[src/rtl/hop_launch_sched.sv]
// Hop-chain launch scheduler: sequenced chain resets, round-robin launch grants, tail-arrival check.
// Optional macro HOP_ERR_STICKY_EN makes err sticky until err_clr; otherwise err is a one-cycle pulse.
module hop_launch_sched #(
  parameter int NCH      = 4,
  parameter int HOPS     = 5,
  parameter int RST_CYC  = 4,
  parameter int TO_EXTRA = 2
) (
  input  logic                  clock0,
  input  logic                  rst1,
  input  logic                  en,
  input  logic [NCH-1:0]        req,
  output logic [NCH-1:0]        grant,
  output logic [NCH-1:0]        start,
  output logic [NCH*HOPS-1:0]   stage_rst,
  input  logic [NCH-1:0]        chain_out,
  output logic                  busy,
  output logic                  done,
  output logic                  err,
  input  logic                  err_clr,
  output logic [$clog2(NCH)-1:0] last_ch
);

  localparam int LW   = $clog2(NCH);
  localparam int TMAX = HOPS + TO_EXTRA;
  // The counter is shared by reset hold, release and wait, so it must cover the longest of them.
  localparam int CMAX = (TMAX > RST_CYC) ? TMAX : RST_CYC;
  localparam int CW   = $clog2(CMAX + 1);

  typedef enum logic [2:0] {
    S_RST_HOLD,
    S_RELEASE,
    S_ARMED,
    S_LAUNCH,
    S_WAIT
  } state_t;

  state_t              r_state, w_state_nxt;
  logic [CW-1:0]       r_cnt, w_cnt_nxt;
  logic [LW-1:0]       r_last_ch, w_last_nxt, w_pick;
  logic [NCH-1:0]      r_start, w_grant;
  logic [NCH*HOPS-1:0] r_stage_rst, w_stage_nxt;
  logic                r_done, r_err;
  logic                w_found, w_ok, w_fail;

  always_comb begin
    w_found = 1'b0;
    w_pick  = '0;
    for (int i = 1; i <= NCH; i++) begin
      if (!w_found && req[(int'(r_last_ch) + i) % NCH]) begin
        w_found = 1'b1;
        w_pick  = LW'((int'(r_last_ch) + i) % NCH);
      end
    end
  end

  always_comb begin
    w_state_nxt = r_state;
    w_cnt_nxt   = r_cnt;
    w_last_nxt  = r_last_ch;
    w_grant     = '0;
    w_ok        = 1'b0;
    w_fail      = 1'b0;
    case (r_state)
      S_RST_HOLD: begin
        if (r_cnt == CW'(RST_CYC - 1)) begin
          w_state_nxt = S_RELEASE;
          w_cnt_nxt   = '0;
        end else begin
          w_cnt_nxt = r_cnt + CW'(1);
        end
      end
      S_RELEASE: begin
        if (r_cnt == CW'(HOPS - 1)) begin
          w_state_nxt = S_ARMED;
          w_cnt_nxt   = '0;
        end else begin
          w_cnt_nxt = r_cnt + CW'(1);
        end
      end
      S_ARMED: begin
        if (en && w_found) begin
          w_grant[w_pick] = 1'b1;
          w_last_nxt      = w_pick;
          w_state_nxt     = S_LAUNCH;
        end
      end
      S_LAUNCH: begin
        w_cnt_nxt   = CW'(1);
        w_state_nxt = S_WAIT;
      end
      S_WAIT: begin
        // Any arrival ends the transaction; only an arrival exactly HOPS cycles after start is good.
        if (chain_out[r_last_ch]) begin
          w_ok        = (r_cnt == CW'(HOPS));
          w_fail      = (r_cnt != CW'(HOPS));
          w_state_nxt = S_ARMED;
          w_cnt_nxt   = '0;
        end else if (r_cnt == CW'(TMAX)) begin
          w_fail      = 1'b1;
          w_state_nxt = S_ARMED;
          w_cnt_nxt   = '0;
        end else begin
          w_cnt_nxt = r_cnt + CW'(1);
        end
      end
      default: begin
        w_state_nxt = S_RST_HOLD;
        w_cnt_nxt   = '0;
      end
    endcase
  end

  // Stage resets are registered from the next state so they never glitch; hop h releases in release cycle h.
  always_comb begin
    w_stage_nxt = '0;
    if (w_state_nxt == S_RST_HOLD) begin
      w_stage_nxt = '1;
    end else if (w_state_nxt == S_RELEASE) begin
      for (int c = 0; c < NCH; c++) begin
        for (int h = 0; h < HOPS; h++) begin
          w_stage_nxt[c*HOPS + h] = (h > int'(w_cnt_nxt));
        end
      end
    end
  end

  always_ff @(posedge clock0) begin
    if (rst1) begin
      r_state     <= S_RST_HOLD;
      r_cnt       <= '0;
      r_last_ch   <= LW'(NCH - 1);
      r_start     <= '0;
      r_stage_rst <= '1;
      r_done      <= 1'b0;
      r_err       <= 1'b0;
    end else begin
      r_state     <= w_state_nxt;
      r_cnt       <= w_cnt_nxt;
      r_last_ch   <= w_last_nxt;
      r_start     <= w_grant;
      r_stage_rst <= w_stage_nxt;
      r_done      <= w_ok;
`ifdef HOP_ERR_STICKY_EN
      if (w_fail) begin
        r_err <= 1'b1;
      end else if (err_clr) begin
        r_err <= 1'b0;
      end
`else
      r_err <= w_fail;
`endif
    end
  end

`ifndef HOP_ERR_STICKY_EN
  logic w_unused_err_clr;
  assign w_unused_err_clr = err_clr;
`endif

  assign grant     = w_grant;
  assign start     = r_start;
  assign stage_rst = r_stage_rst;
  assign busy      = (r_state != S_ARMED);
  assign done      = r_done;
  assign err       = r_err;
  assign last_ch   = r_last_ch;

endmodule

[config.mk]
export PLATFORM = sky130hd
export DESIGN_NAME = hop_launch_sched
export DESIGN_NICKNAME = d
export VERILOG_FILES = /design/src/rtl/hop_launch_sched.sv
export SDC_FILE = /design/constraint.sdc
export NUM_CORES = 1
export LEC_CHECK = 0
export ABC_CLOCK_PERIOD_IN_PS = 3700
export BUFFER_PORTS_ARGS = -buffer_cell sky130_fd_sc_hd__buf_2
export CAP_MARGIN = 20
export CELL_PAD_IN_SITES_DETAIL_PLACEMENT = 1
export CELL_PAD_IN_SITES_GLOBAL_PLACEMENT = 2
export CORE_MARGIN = 2
export CORE_UTILIZATION = 29
export CTS_CLUSTER_DIAMETER = 100
export CTS_CLUSTER_SIZE = 28
export DETAILED_ROUTE_END_ITERATION = 10
export GPL_ROUTABILITY_DRIVEN = 0
export PLACE_DENSITY = 0.91
export SLEW_MARGIN = 20
export SYNTH_ARGS = -nofsm -noshare
export SYNTH_HDL_FRONTEND = slang
export SYNTH_SLANG_ARGS = --single-unit
[constraint.sdc]
create_clock -name clock0 -period 3.7 [get_ports clock0]
set_input_delay 0.37 -clock clock0 [delete_from_list [all_inputs] [get_ports clock0]]
set_output_delay 0.37 -clock clock0 [all_outputs]
set_load 0.03 [all_outputs]
* Word-level counts from Yosys, hierarchy flattened
Index checks and enable logic that the tools add are counted.
Operators by class: equality and inequality tests 11, add/subtract/negate cells 5, bitwise operators 6, $lt $le $gt $ge 11, reductions and logical operators 18, muxes and demuxes 40
Operators by type and width (count):
- 3-bit one-hot mux with 5 select lines | 2
- 3-bit 2-to-1 mux | 9
- 20-bit 2-to-1 mux | 1
- 3-bit by 4-bit less-than comparator with 1-bit output, second input constant | 4
- 1-bit 2-to-1 mux | 16
- 3-bit equality test, second input constant | 4
- 2-bit OR reduction | 6
- 1-bit binary-select mux with 2-bit select | 5
- 3-bit by 2-bit equality test with 1-bit output, second input constant | 3
- 2-bit 2-to-1 mux | 4
- 4-bit 2-to-1 mux | 2
- 3-bit by 1-bit equality test with 1-bit output, second input constant | 2
- 2-bit by 3-bit greater-than comparator with 1-bit output, first input constant | 2
- 3-bit zero test | 2
- 2-bit by 3-bit less-than comparator with 1-bit output, second input constant | 2
- 1-bit logical AND | 5
- 2-bit by 1-bit adder with 2-bit output, second input constant | 2
- 2-bit adder, second input constant | 2
- 1-bit AND, first input constant | 4
- 3-bit by 1-bit adder with 3-bit output, second input constant | 1
- 1-bit by 3-bit greater-than comparator with 1-bit output, first input constant | 1
- 3-bit greater-than comparator, first input constant | 1
- 1-bit zero test | 3
- 3-bit by 2-bit inequality test with 1-bit output, second input constant | 1
- other kinds (6) | 7
Word-level totals: bits of input ports 12, register bits after elaboration 34, logic and storage cells 98, output and inout port bits 33

* Logic depth before layout (Yosys ltp)
Gate-level depths: netlist (run 1).
word-level depth 22, mapped depth 8, mapped depth without buffers 8

* Worst setup path before layout (run 1)
No wires, ideal clock.
kind reg-to-output, start point register r_last_ch[0] (netlist: last_ch[0]), end point output grant[0], arrival time 1.615 ns, data required time 3.330 ns, setup slack 1.715 ns, path buffers 0, cell stages (with the launch flop) 5, cell sequence dfxtp_1 -> and2b_1 -> o21ai_0 -> o311ai_0 -> nor2_1
On the way: word-level cells in the longest chain between the ends 20, elaborated cells between the ends (all ways) 38, classes of those cells add/sub: 4; order compare: 2; mux: 24; reduce/logical: 8
Ends and longest elaborated chain:
- from (decl) | line 40 | logic [LW-1:0] r_last_ch, w_last_nxt, w_pick;
- from (signal assigned) | line 132 | r_last_ch <= LW'(NCH - 1);
- from (signal assigned) | line 140 | r_last_ch <= w_last_nxt;
- 2-bit by 1-bit adder with 2-bit output | line 50, 52
- 1-bit binary-select mux with 2-bit select | line 50 | if (!w_found && req[(int'(r_last_ch) + i) % NCH]) begin
- 1-bit 2-to-1 mux (implied by the code) (2 in a row) | line 50
- 1-bit 2-to-1 mux | line 50
- 1-bit zero test | line 50
- 1-bit logical AND | line 50
- 1-bit 2-to-1 mux | line 50
- 1-bit zero test | line 50
- (+3 left out)
- 1-bit logical AND | line 50
- 2-bit 2-to-1 mux | line 50
- 2-bit by 3-bit less-than comparator with 1-bit output (implied by the code) / 2-bit by 1-bit >= comparator with 1-bit output (equally long branches) | line 83 | w_grant[w_pick] = 1'b1;
- 1-bit logical AND (implied by the code) | line 83
- 1-bit 2-to-1 mux (implied by the code) | line 83
- 1-bit demux with 2-bit select | line 83
- 4-bit 2-to-1 mux (*) | line 82 | if (en && w_found) begin
- 4-bit 2-to-1 mux (*) | line 64 | case (r_state)
- to (decl) | line 13 | output logic [NCH-1:0] grant,
Mark *: on every way between the ends. The rest lies on a longest branch, timed or not. The select of a mux whose other input is x is not followed.

* Worst setup path after layout (run 1)
start point register r_state[1], end point output grant[2]
On the way: word-level cells in the longest chain between the ends 2
Ends and longest elaborated chain:
- from (decl) | line 38 | state_t r_state, w_state_nxt;
- from (signal assigned) | line 138 | r_state <= w_state_nxt;
- 3-bit by 2-bit equality test with 1-bit output | line 64
- 4-bit 2-to-1 mux | line 64
No other way between the ends.

==> flow_summary.yaml, run 1 <==
place:
  postPlaceCellArea_um2: 1249
  dp_slack_ns: 1.654
  dp_hpwl_um: 2118
  placed_cells: 196
  numPortBuffers: 43
drt:
  drtIter0Drc: 18
  ant_nets: 0
  firstDrtPassIters: 4
  viasPerCell: 4.880
  routed_wl_um: 2605
  drcViolationCount: 0
  vias: 976
  wl_per_cell_um: 13.03
finish:
  fillers: 472
  final_cell_mix: "buf_2, dfxtp_1, nor2_1, inv_1, ha_1"
  area_growth_syn_to_layout_pct: 15.90
  utilization: 0.3511
  drive_above_1_share: 0.3816
  seq_area_um2: 380.4
  fin_cells: 200
  layout.cells.most_common: "buf_2"
  final_nets: 171
  diodes: 0
  multiInputGateArea_um2: 559.3
  fin_area_um2: 1295
critical_path:
  cp-start-kind: "flop"
  cp_max_fo: 10
  critPathRequiredTime_ns: 3.33
  worst_ep_arrival_time_ns: 1.95
  crit_type: "reg -> out"
  end_kind: "primary output"
power:
  p_leak_nw: 0.5365
  ir_drop_uv: 104.6
  power_density_nw_per_um2: 363.6
die:
  die_y_um: 66.07
  rows: 22
  dieArea_um2: 4365
  boundaryPins: 45
  die_w_um: 66.07
  core_um2: 3689
  start_util: 0.3029
global_routing:
  grt_pass1_wl_um: 4174
  grt_pass1_vias: 968
  grt_start_max_net_pins: 15
  grt-ovfl-total: 0
  antenna_found_initial: 0
  grtUsageTotal: 0.1228
synthesis:
  synth_area_leader_cell: "dfxtp_1"
  yosys_warnings: 0
  synth_area_per_cell_um2: 9.011
  async_reset_ff_frac: 0
  netlist_area_um2: 1117
  synth_top_family_by_area: "simple AND/OR/NAND/NOR gates"
  yosys.area_share.simple: 0.2184
  ys_ff_latch: 19
  yosysSeqAreaShare: 0.3404
  synth-xor-area-share: 0
  synth-edff-count: 0
  synth_top_area_frac: 0.3404
  synthTopCellsByArea: "dfxtp_1, buf_4, ha_1"
  yosysUniqueCellTypes: 42
  yosys_most_used_dff: "dfxtp_1"
  synth_nets: 142
  synth_cells: 124
  synth_compound_area_frac: 0.1848
  synthMuxAreaShare: 0.03024
  synthAdderAreaFrac: 0.06719
clock_network:
  clkTransAtPathRegs_ns: 0.07
  worstSkewPairLatency_ns: 0.25
  clockBufferDepth: 2
  cts_tree: "built"
  cts_root_buf: "clkbuf_8"
  hold_buffers: 0
  cts_sinks: 19
  htree_levels: 1
  cts-buffers-inserted: 3
  postCtsSetupRepairBufs: 0
  postCtsResizedCells: 0
sta:
  slew_viol_final: 0
  setup_violations: 0
  slew_headroom: 0.6281
  setup_slack_ns: 1.383
  period_needed_ns: 2.317
  rsz0062_at_grt: "false"
  hold_violations: 0
  finalClockSkew_ns: 0.003917
  worst_pin_slew_ns: 0.5509
  fmax_ghz: 0.4315
  fin_tns_setup_ns: 0
  finalCritPeriodShare: 0.6263
min_path:
  hp-class: "in -> reg"
outcome:
  outcome: "finished clean"
run:
  cap_violations: 0
worst max-delay path: stages, from the launching register on:
cell and delay, ns:
dfxtp_1 0.51, nor3b_2 0.39, nand3_2 0.20, nor3_2 0.20
and2_1 0.18, buf_2 0.20
metrics by stage:
stage / hold slack (ns) / power (mW)
detailed placement: 0.5688 / 0.3337
global route: 0.4746 / 0.4972
floorplan: 0.4416 / 0.3152
global placement: 0.5486 / 0.3298
finish: 0.4564 / 0.4709
CTS: 0.4571 / 0.4783
layout make-up:
class                      count  share of cell area
inverter                       9             0.02609
timing repair buffer          43              0.1662
clock inverter                 1            0.003865
tap                           48             0.04638
multi-input combinational     77              0.4319
clock buffer                   3             0.03188
sequential                    19              0.2937
state kept, by name, indices dropped and copies added, names as in the netlist:
signal	flops
r_state	3
stage_rst	5
done	1
err	1
last_ch	2
start	4
r_cnt	3
cell families (layout without fill, tap and decap cells):
kind of cell,count (synthesis),after routing
and+or+nand+nor,42,42
AOI/OAI and AO/OA,27,27
DFF,19,19
adders and majority gates,6,6
muxes,2,2
buffers and inverters,28,56
power by group:
group          internal (mW)  leakage [nW]  total, mW  switching (mW)
logic                 0.0353         0.357      0.105          0.0700
registers              0.213         0.154      0.223         0.00974
clock network         0.0748        0.0255      0.143          0.0683
total                  0.323         0.536      0.471           0.148
layer usage:
| metal | vias to the layer above | routed length [um] | part of all wire | global-route usage |
|---|---|---|---|---|
| li1 | 477 | - | - | - |
| met1 | 457 | 1016 | 0.39 | 0.1242 |
| met2 | 40 | 1419 | 0.54 | 0.2551 |
| met3 | 2 | 158 | 0.061 | 0.02385 |
| met4 | 0 | 11 | 0.0042 | 0.02296 |
| met5 | - | 0 | 0 | 0 |
cell usage after synthesis (all sizes together), types with 2 or more instances:
cell / n
a211o: 3
a21oi: 4
a31oi: 2
and2: 2
buf: 18
dfxtp: 19
ha: 6
inv: 9
nand2: 2
nand2b: 4
nand3: 4
nor2: 14
nor2b: 4
nor3: 5
o211ai: 2
o21ai: 7
final timing paths:
check                                endpoint  cells past startpoint       start  slack (ns)
worst min register to register     last_ch[0]                      1  last_ch[0]        0.57
worst max-delay path                 grant[2]                      5  r_state[1]        1.38
worst min-delay path                 r_cnt[1]                      2        rst1        0.46
worst max register to register  stage_rst[18]                      7    r_cnt[2]        1.77
No activity file was read; power rests on OpenSTA's default activity.
==> inputs of run 2 (changes only) <==
Settings changed: ABC_CLOCK_PERIOD_IN_PS 3700 to 1900, CORE_UTILIZATION 29 to 24, PLACE_DENSITY 0.91 to 0.81.
Clock period 3.7 ns to 1.9 ns, I/O delays scaled along.
==> run 2 against run 1 <==
Against the previous run: core utilization fell by 2.6 points; register-to-register slack lost 1.6 ns; flip-flop and latch count unchanged; worst hold slack worse by 0.22 ns; sequential share of layout area is 2.1 points lower; setup slack got worse by 1.3 ns; first-iteration DRC count stayed put; die area grew 20%; global-route usage is 1.2 points lower; combinational power rose by 120%.
==> flow_summary.yaml, run 2 (synthesized netlist as in run 1, its figures left out) <==
finish:
  diodes: 0
  area_growth_syn_to_layout_pct: 28.33
  drive_above_1_share: 0.4815
  final_cell_mix: "buf_2, nor2_1, dfxtp_1, buf_4, inv_1"
  fin_area_um2: 1434
  final_nets: 181
  layout.cells.most_common: "buf_2"
  largest_reg_flops: 5
sta:
  rsz0062_at_grt: "false"
  hold_violations: 0
  finalCritPeriodShare: 0.9425
  finalClockSkew_ns: 0.005143
  fin_tns_setup_ns: 0
  fmax_ghz: 0.5584
  setup_violations: 0
  period_needed_ns: 1.791
  slew_viol_final: 0
  worst_pin_slew_ns: 0.4738
  slew_headroom: 0.6791
critical_path:
  end_kind: "primary output"
  worst_ep_arrival_time_ns: 1.60
  crit_chain: "and2b_1, o21ai_1, o311a_1, and2_1, buf_2"
  crit_type: "reg -> out"
  cp-start-kind: "flop"
  slowest_delay_ns: 0.36
  slowest_stage: "dfxtp_2"
  cp_max_fo: 5
  critPathRequiredTime_ns: 1.71
drt:
  viasPerCell: 4.776
  wl_per_cell_um: 13.49
  firstDrtPassIters: 4
  routed_wl_um: 2887
  drtIter0Drc: 18
  ant_nets: 0
  drcViolationCount: 0
  vias: 1022
clock_network:
  cts_root_buf: "clkbuf_8"
  cts_sinks: 19
  cts_tree: "built"
  cts-buffers-inserted: 3
  htree_levels: 1
  clkTransAtPathRegs_ns: 0.07
  worstSkewPairLatency_ns: 0.26
  clockBufferDepth: 2
power:
  p_comb_frac: 0.244
  ir_drop_uv: 366.4
  p_sw_mw: 0.3064
  power_frac_seq: 0.458
  p_leak_nw: 0.5874
  switching_share: 0.3221
  p_clk_frac: 0.298
  power_density_nw_per_um2: 663.5
  intPower_mw: 0.6450
place:
  dp_hpwl_um: 2203
  numPortBuffers: 43
  postPlaceCellArea_um2: 1291
global_routing:
  grt_pass1_wl_um: 4623
  grt_start_max_net_pins: 15
  grt-ovfl-total: 0
  antenna_found_initial: 0
  grtUsageTotal: 0.1103
  grt_pass1_vias: 1038
outcome:
  outcome: "finished clean"
die:
  boundaryPins: 45
  rows: 24
  die_y_um: 72.23
  start_util: 0.2531
  core_um2: 4414
  die_w_um: 72.23
  dieArea_um2: 5217
min_path:
  hp-class: "in -> reg"
run:
  cap_violations: 0
==> run 2: changes by cell type in the layout (fill, tap and decap cells not counted), sizes merged <==
cell,before,now
clkbuf,3,4
buf,43,52
==> run 2: power by group through the flow <==
stage / sequential [mW] / clock (mW) / combinational, mW
5_1_grt: 0.440 / 0.310 / 0.257
3_5_place_dp: 0.441 / 0 / 0.217
4_1_cts: 0.432 / 0.296 / 0.222
6_report: 0.435 / 0.284 / 0.232
2_1_floorplan: 0.451 / 0 / 0.163
3_3_place_gp: 0.439 / 0 / 0.210
==> run 2: what timing repair did <==
| action | 4_1_cts | 5_1_grt |
|---|---|---|
| setup buffers | 1 | 4 |
| resized for setup | 4 | 14 |
| endpoints found under the setup margin | 4 | 7 |
| gates cloned | 0 | 0 |
| pin swaps | 1 | 1 |
| hold buffers | 0 | 0 |
==> run 2: cell type report <==
type                            count  area (um^2)
Clock inverter                      1        5.005
Clock buffer                        3        41.29
Sequential cell                    19        391.6
Timing Repair Buffer               53        292.8
Fill cell                         535         2980
Inverter                            9        33.78
Multi-Input combinational cell     77        604.3
Tap cell                           52        65.06
==> run 2: worst paths after layout <==
kind                    to  slack, ns  cells after the start       start
max reg2reg  stage_rst[18]       0.16                      8    r_cnt[1]
min reg2reg     last_ch[0]       0.52                      1  last_ch[0]
min             r_state[0]       0.24                      3          en
max               grant[2]       0.11                      5  last_ch[0]
==> run 2: per-stage QoR <==
stage	setup WS (ns)	hold WS (ns)	utilization	power, mW	instances
global placement	0.1117	0.5004	0.2925	0.6489	205
detailed placement	0.03128	0.5165	0.2925	0.6581	205
global route	0.002243	0.2496	0.3248	1.007	214
floorplan	0.09470	0.2616	-	0.6138	124
CTS	0.008764	0.2307	0.3053	0.9499	210
finish	0.1093	0.2404	0.3248	0.9514	214
==> run 2: layer usage <==
| metal | routed length (um) | vias up | track usage |
|---|---|---|---|
| li1 | - | 494 | - |
| met1 | 1136 | 485 | 0.1182 |
| met2 | 1518 | 43 | 0.2130 |
| met3 | 232 | 0 | 0.03750 |
| met4 | 0 | 0 | 0.01258 |
| met5 | 0 | - | 0 |
==> run 2: worst max-delay path, delay by kind of cell, from the launching register on <==
| kind | cells | cell delay [ns] |
|---|---|---|
| AO/OA/AOI/OAI | 2 | 0.43 |
| flip-flops | 1 | 0.36 |
| AND/OR/NAND/NOR | 2 | 0.36 |
| buffers and inverters | 1 | 0.20 |
